<file path="src/rtl/uart_tx_drain.sv">
// rtl/uart_tx_drain.sv - drains a CPU transmit ring one byte at a time as 8N1 UART frames
// Owns the ring head pointer; counts completed frames on LED.
module uart_tx_drain #(
  parameter int CLKS_PER_BIT = 868,
  parameter int PTR_W        = 9
) (
  input  logic             CLK,
  input  logic             INITIALIZE,
  input  logic [PTR_W-1:0] TAIL,
  input  logic [7:0]       RD_DATA,
  output logic [PTR_W-1:0] HEAD,
  output logic             UART_TX,
  output logic             BUSY,
  output logic [7:0]       LED
);

  localparam logic [15:0] BAUD_LAST = 16'(CLKS_PER_BIT - 1);

  typedef enum logic [1:0] {
    IDLE  = 2'd0,
    START = 2'd1,
    DATA  = 2'd2,
    STOP  = 2'd3
  } state_t;

  state_t           state, state_nx;
  logic [PTR_W-1:0] head_q, head_nx;
  logic [7:0]       shift_q, shift_nx;
  logic [15:0]      baud_q, baud_nx;
  logic [2:0]       bit_q, bit_nx;
  logic             tx_q, tx_nx;
  logic [7:0]       led_q, led_nx;
  logic             baud_done;

  assign baud_done = (baud_q == BAUD_LAST);

  always_ff @(posedge CLK or posedge INITIALIZE) begin
    if (INITIALIZE) begin
      state   <= IDLE;
      head_q  <= '0;
      shift_q <= '0;
      baud_q  <= '0;
      bit_q   <= '0;
      tx_q    <= 1'b1;
      led_q   <= '0;
    end else begin
      state   <= state_nx;
      head_q  <= head_nx;
      shift_q <= shift_nx;
      baud_q  <= baud_nx;
      bit_q   <= bit_nx;
      tx_q    <= tx_nx;
      led_q   <= led_nx;
    end
  end

  // tx_nx is the line level for the state being entered, so UART_TX stays a pure flop output.
  always_comb begin
    state_nx = state;
    head_nx  = head_q;
    shift_nx = shift_q;
    baud_nx  = baud_q + 16'd1;
    bit_nx   = bit_q;
    tx_nx    = tx_q;
    led_nx   = led_q;
    case (state)
      IDLE: begin
        baud_nx = '0;
        tx_nx   = 1'b1;
        if (head_q != TAIL) begin
          shift_nx = RD_DATA;
          head_nx  = head_q + PTR_W'(1);
          tx_nx    = 1'b0;
          state_nx = START;
        end
      end
      START: begin
        if (baud_done) begin
          baud_nx  = '0;
          bit_nx   = '0;
          tx_nx    = shift_q[0];
          state_nx = DATA;
        end
      end
      DATA: begin
        if (baud_done) begin
          baud_nx  = '0;
          shift_nx = {1'b0, shift_q[7:1]};
          if (bit_q == 3'd7) begin
            tx_nx    = 1'b1;
            state_nx = STOP;
          end else begin
            bit_nx = bit_q + 3'd1;
            tx_nx  = shift_q[1];
          end
        end
      end
      STOP: begin
        if (baud_done) begin
          baud_nx  = '0;
          led_nx   = led_q + 8'd1;
          tx_nx    = 1'b1;
          state_nx = IDLE;
        end
      end
      default: begin
        tx_nx    = 1'b1;
        state_nx = IDLE;
      end
    endcase
  end

  assign HEAD    = head_q;
  assign UART_TX = tx_q;
  assign BUSY    = (state != IDLE);
  assign LED     = led_q;

endmodule

</file>
<file path="config.mk">
export PLATFORM = sky130hd
export DESIGN_NAME = uart_tx_drain
export DESIGN_NICKNAME = d
export VERILOG_FILES = /design/src/rtl/uart_tx_drain.sv
export SDC_FILE = /design/constraint.sdc
export NUM_CORES = 1
export LEC_CHECK = 0
export ABC_AREA = 1
export BUFFER_PORTS_ARGS = -buffer_cell sky130_fd_sc_hd__buf_4
export CORE_MARGIN = 3
export CORE_UTILIZATION = 45
export CTS_CLUSTER_DIAMETER = 60
export CTS_CLUSTER_SIZE = 24
export DETAILED_ROUTE_END_ITERATION = 12
export PLACE_DENSITY_LB_ADDON = 0.1
export SYNTH_ARGS = -nofsm -noshare
export SYNTH_HDL_FRONTEND = slang
export SYNTH_SLANG_ARGS = --single-unit
</file>
<file path="constraint.sdc">
create_clock -name CLK -period 2.3 [get_ports CLK]
set_clock_uncertainty 0.15 [all_clocks]
set_input_delay 0.345 -clock CLK [delete_from_list [all_inputs] [get_ports CLK]]
set_output_delay 0.345 -clock CLK [all_outputs]
set_load 0.1 [all_outputs]
</file>
Word-level counts from Yosys, hierarchy flattened
Cells that the tools add are included.
{"block": "totals", "reg_bits": 47, "latchBits": 0, "ramBits": 0, "romBits": 0, "inputBits": 19, "out_inout_bits": 19, "elab_cells": 55, "n_memories": 0}
{"block": "classes", "add_sub_neg": 4, "mul": 0, "div": 0, "n_lt_le_gt_ge": 0, "eq_ne": 12, "shift": 0, "mux": 21, "bitwise": 0, "reduce_logical": 11}
{"operator": "$pmux W16 S2", "count": 1}
{"operator": "$add A16 B1 Y16 const B", "count": 1}
{"operator": "$eq A16 B10 Y1 const B", "count": 1}
{"operator": "$mux W16", "count": 1}
{"operator": "$mux W8", "count": 2}
{"operator": "$pmux W8 S2", "count": 1}
{"operator": "$ne A2 B2 Y1 const B", "count": 6}
{"operator": "$mux W2", "count": 5}
{"operator": "$add A9 B1 Y9 const B", "count": 1}
{"operator": "$mux W3", "count": 3}
{"operator": "$ne A9 B9 Y1", "count": 1}
{"operator": "$add A8 B1 Y8 const B", "count": 1}
{"operator": "$pmux W2 S4", "count": 1}
{"operator": "$pmux W3 S2", "count": 1}
{"operator": "$reduce_and A3 Y1", "count": 2}
{"operator": "$reduce_bool A2 Y1", "count": 3}
{"operator": "$mux W1", "count": 5}
{"operator": "$reduce_and A5 Y1", "count": 1}
{"operator": "$eq A2 B2 Y1 const B", "count": 2}
{"operator": "$pmux W1 S4", "count": 1}
{"operator": "$reduce_and A2 Y1", "count": 2}
{"operator": "$reduce_and A4 Y1", "count": 1}
{"operator": "$add A3 B1 Y3 const B", "count": 1}
{"operator": "$eq A3 B3 Y1 const B", "count": 1}
{"operator": "other kinds (3)", "count": 3}

Longest topological paths before layout
{"block": "depth", "word_depth": 4, "depth_mapped": 10, "depth_no_buf": 9}

Worst setup path before layout
Ideal clock, no wire load.
{"block": "synth_timing", "path_type": "register -> register", "startpoint": "register head_q[1], in the netlist HEAD[1]", "endpoint": "register head_q[8], in the netlist HEAD[8]", "setup_ps": 120, "arrival_time_ps": 1976, "required_time_ps": 2030, "path_slack_ps": 53, "stages_incl_launch_ff": 8, "n_path_buf": 0, "synth_period_minus_slack_ps": 2247, "path_cell_list": "dfrtp_1 -> ha_1 -> nand3_1 -> nor2_1 -> nand4_1 -> xnor2_1 -> nand3_1 -> nand2_1"}
{"block": "synth_via", "elab_chain_cells": 2, "word_cells_on_any_way": 3, "cone_classes": "add/sub: 1; eq/ne: 1; reduce/logical: 1"}
{"item": "from (decl)", "line_no": "27", "text": "logic [PTR_W-1:0] head_q, head_nx;"}
{"item": "from (signal assigned)", "line_no": "48", "text": "head_q <= head_nx;"}
{"item": "branches (longest 2 deep; another with $add A9 B1 Y9)"}
Several ways; the timed one is not identified.
A chain may end at the register's enable or synchronous reset.

Final worst setup path
{"block": "layout_timing", "startpoint": "register state[0]", "endpoint": "output BUSY"}
{"block": "layout_via", "elab_chain_cells": 1}
{"item": "from (decl)", "line_no": "26", "text": "state_t state, state_nx;"}
{"item": "from (signal assigned)", "line_no": "47", "text": "state <= state_nx;"}
{"item": "$reduce_bool A2 Y1", "line_no": "115", "text": "assign BUSY = (state != IDLE);"}
{"item": "to (decl)", "line_no": "13", "text": "output logic BUSY,"}
No other way between the ends.

==> results.toml <==
[status]
status = "finished clean"

[detailed_routing]
top_layer = "met4"
vias_per_cell = 4.89
first_pass_iters = 4
wl_met3_microns = 265
drt_first_iter_violations = 120
routedWlPerCell_microns = 12.2
drc = 0
wl_met2_mm = 2.65
drtAntennaViolNets = 0
num_vias = 2290
routed_wirelength_mm = 5.71
met1_length_mm = 2.72

[sta]
tightest_slew_ps = 481
tns_ps = 0
setup_violations = 0
fin_crit_sh_pct = 86.5
finalHoldViolCount = 0
rsz0062_at_grt = "no"
finalMaxSlewViolations = 0
fmax_mhz = 502
hold_ws_ps = 225
min_period_ps = 1990
slew_headroom_pct = 67.7

[pwr]
clkPwrFrac_pct = 18.1
power.density_nw_per_um2 = 1060
power.total_w = 0.00348
p_comb_share_pct = 48.1
pwr-share-seq_pct = 33.8
switching_power_w = 0.00160
peakVddDrop_mv = 0.867
power_leakage_nw = 1.58
internal-power_w = 0.00187
sw_frac_of_total_pct = 46.1

[critical_path]
worstPathArrival_ps = 1500
r2r_cells = 8
rr_endpoint = "shift_q[1]$_DFFE_PP0P_"
cp-start-kind = "flop"
critPathRequiredTime_ps = 1800
r2r_slack_ps = 490
crit_path_end_kind = "output port"
r2r_start = "baud_q[0]$_DFF_PP0_"
cp_max_fo = 5
critical_path_class = "flop to output port"

[clock_network]
h-tree-depth = 2
cts_buffers = 5
cts_resized = 0
clk_pin_slew_ps = 80
post_cts_buffers = 0
cts_buffer_depth = 2
cts_tree = "yes"
clk_latency_ps = 300
cts_num_sinks = 47
cts_root_buf = "clkbuf_8"

[synthesis]
yosysMostFrequentCell = "nand2_1"
synth.avg_cell_area_sq_um = 7.96
synth.net_count = 379
netlist_top_cells_count = "104 x nand2_1, 46 x dfrtp_1, 29 x inv_1, 29 x nand3_1, 27 x nor2_1"
synth_warnings = 0
synthDistinctLibCells = 34
netlist_area_sq_um = 2790
synth_top_flop_cell = "dfrtp_1"
ys_top_cells_by_area = "dfrtp_1 41%, nand2_1 14%, xnor2_1 5.7%, nand3_1 5.2%, ha_1 4.5%"
synth-seq-cells = 47
synth_edf_count = 0
syn_inst = 350
synth_async_sr_flop_share_pct = 100
yosysSeqAreaShare_pct = 42.2
yosysTopAreaCellShare_pct = 41.3
post-synth-top-area-cell = "dfrtp_1"

[floorplan]
fp.dieW_microns = 84.7
core-area_sq_um = 5960
die_h_microns = 84.7
num_io_pins = 38
initial_core_util_pct = 46.8
rows = 28
dieArea_sq_um = 7170

[final_layout]
diodes = 0
fin_util_pct = 55.0
synthToLayoutAreaGrowth_pct = 17.5
n_fill_cell = 576
fin_area_sq_um = 3270
drive_gt1_share_pct = 20.1
fin_nets = 421

[placed_design]
io_buffers = 37
dpl_cell_area_sq_um = 3150
hpwl_mm = 4.25
finalWeightedCongestion = 0.815

[min_path]
hold_start = "RD_DATA[0]"
hold_path_class = "input port to flop"
whs_endpoint = "shift_q[0]$_DFFE_PP0P_"
holdPathStages = 5

[global_route]
grt_pass1_vias = 2287
antenna_found_initial = 0
grt_max_degree = 23
grt_overflow = 0
grt_first_pass_wirelength_mm = 10.3
grt.total_usage_pct = 17.3

[flow_run]
drv_cap = 0
==> sequential cells by signal, indices dropped and copies added, names as in the netlist <==
name and count:
baud_q 16, state 2, LED 8, UART_TX 1, bit_q 3, HEAD 9
shift_q 8
==> cell type report <==
| type | count | area, sq um | area share [%] |
|---|---|---|---|
| Timing Repair Buffer | 43 | 325 | 9.94 |
| Tap cell | 75 | 93.8 | 2.87 |
| Clock inverter | 2 | 35.0 | 1.07 |
| Clock buffer | 6 | 82.6 | 2.52 |
| Sequential cell | 47 | 1180 | 36.0 |
| Multi-Input combinational cell | 261 | 1430 | 43.7 |
| Inverter | 34 | 129 | 3.94 |
==> timing repair <==
item | CTS | global route
endpoints found under the hold margin | 19 | 0
hold buffers | 1 | 0
setup endpoints to repair | 0 | 0
==> stage by stage <==
stage / std cells / worst slack (ps)
2_1_floorplan: 350 / 53.4
3_3_place_gp: 459 / 523
3_5_place_dp: 459 / 504
4_1_cts: 468 / 283
5_1_grt: 468 / 212
6_report: 468 / 309
==> critical path, stage by stage (launching register included) <==
cell and delay (ps):
dfrtp_1 400, inv_1 100, ha_1 300, inv_1 110, buf_4 290
==> kinds of logic (layout without fill, tap and decap cells) <==
family	Yosys count	after routing	synth area share (%)
AND/OR/NAND/NOR	203	203	33.4
buffers and inverters	42	85	6.42
adder cells (fa/ha/maj)	10	10	4.49
flip-flops	47	47	42.2
XOR/XNOR	29	29	9.38
AO/OA/AOI/OAI	19	19	4.04
==> layout by cell type, fill, tap and decap left out, types with 3 or more instances in the layout <==
cell        n
buf_4      42
nand4_1    11
nand3_2     3
nor2_1     27
nor3_1      9
ha_1       10
xor2_1     10
inv_1      28
o21ai_0    12
inv_2       5
clkbuf_8    6
nor2_2      5
dfrtp_1    46
nand2_2     5
nand2_1   104
xnor2_1    18
nand3_1    29
==> power by group through the flow <==
| stage | sequential [W] | combinational, W | clock, W |
|---|---|---|---|
| after floorplan | 0.00150 | 0.00101 | 0 |
| after global placement | 0.00119 | 0.00167 | 0 |
| after detailed placement | 0.00119 | 0.00169 | 0 |
| after CTS | 0.00117 | 0.00169 | 0.000655 |
| after global routing | 0.00121 | 0.00187 | 0.000696 |
| final | 0.00117 | 0.00167 | 0.000630 |
==> worst max-delay path by stage <==
stage,slack (ps),to,from
finish,310,BUSY,state[0]$_DFFE_PP0P_
global route,210,BUSY,state[0]$_DFFE_PP0P_
CTS,280,BUSY,state[0]$_DFFE_PP0P_
detailed placement,500,shift_q[6]$_DFFE_PP0P_,baud_q[0]$_DFF_PP0_
global placement,520,HEAD[0]$_DFFE_PP0P_,state[0]$_DFFE_PP0P_
floorplan,50,HEAD[8]$_DFFE_PP0P_,HEAD[1]$_DFFE_PP0P_
==> per-layer routing <==
| metal | global-route usage [%] | up-vias |
|---|---|---|
| met5 | 0 | - |
| met3 | 3.93 | 8 |
| li1 | - | 1196 |
| met1 | 22.9 | 1049 |
| met4 | 5.18 | 0 |
| met2 | 28.5 | 37 |
No activity file was read; power rests on OpenSTA's default activity.
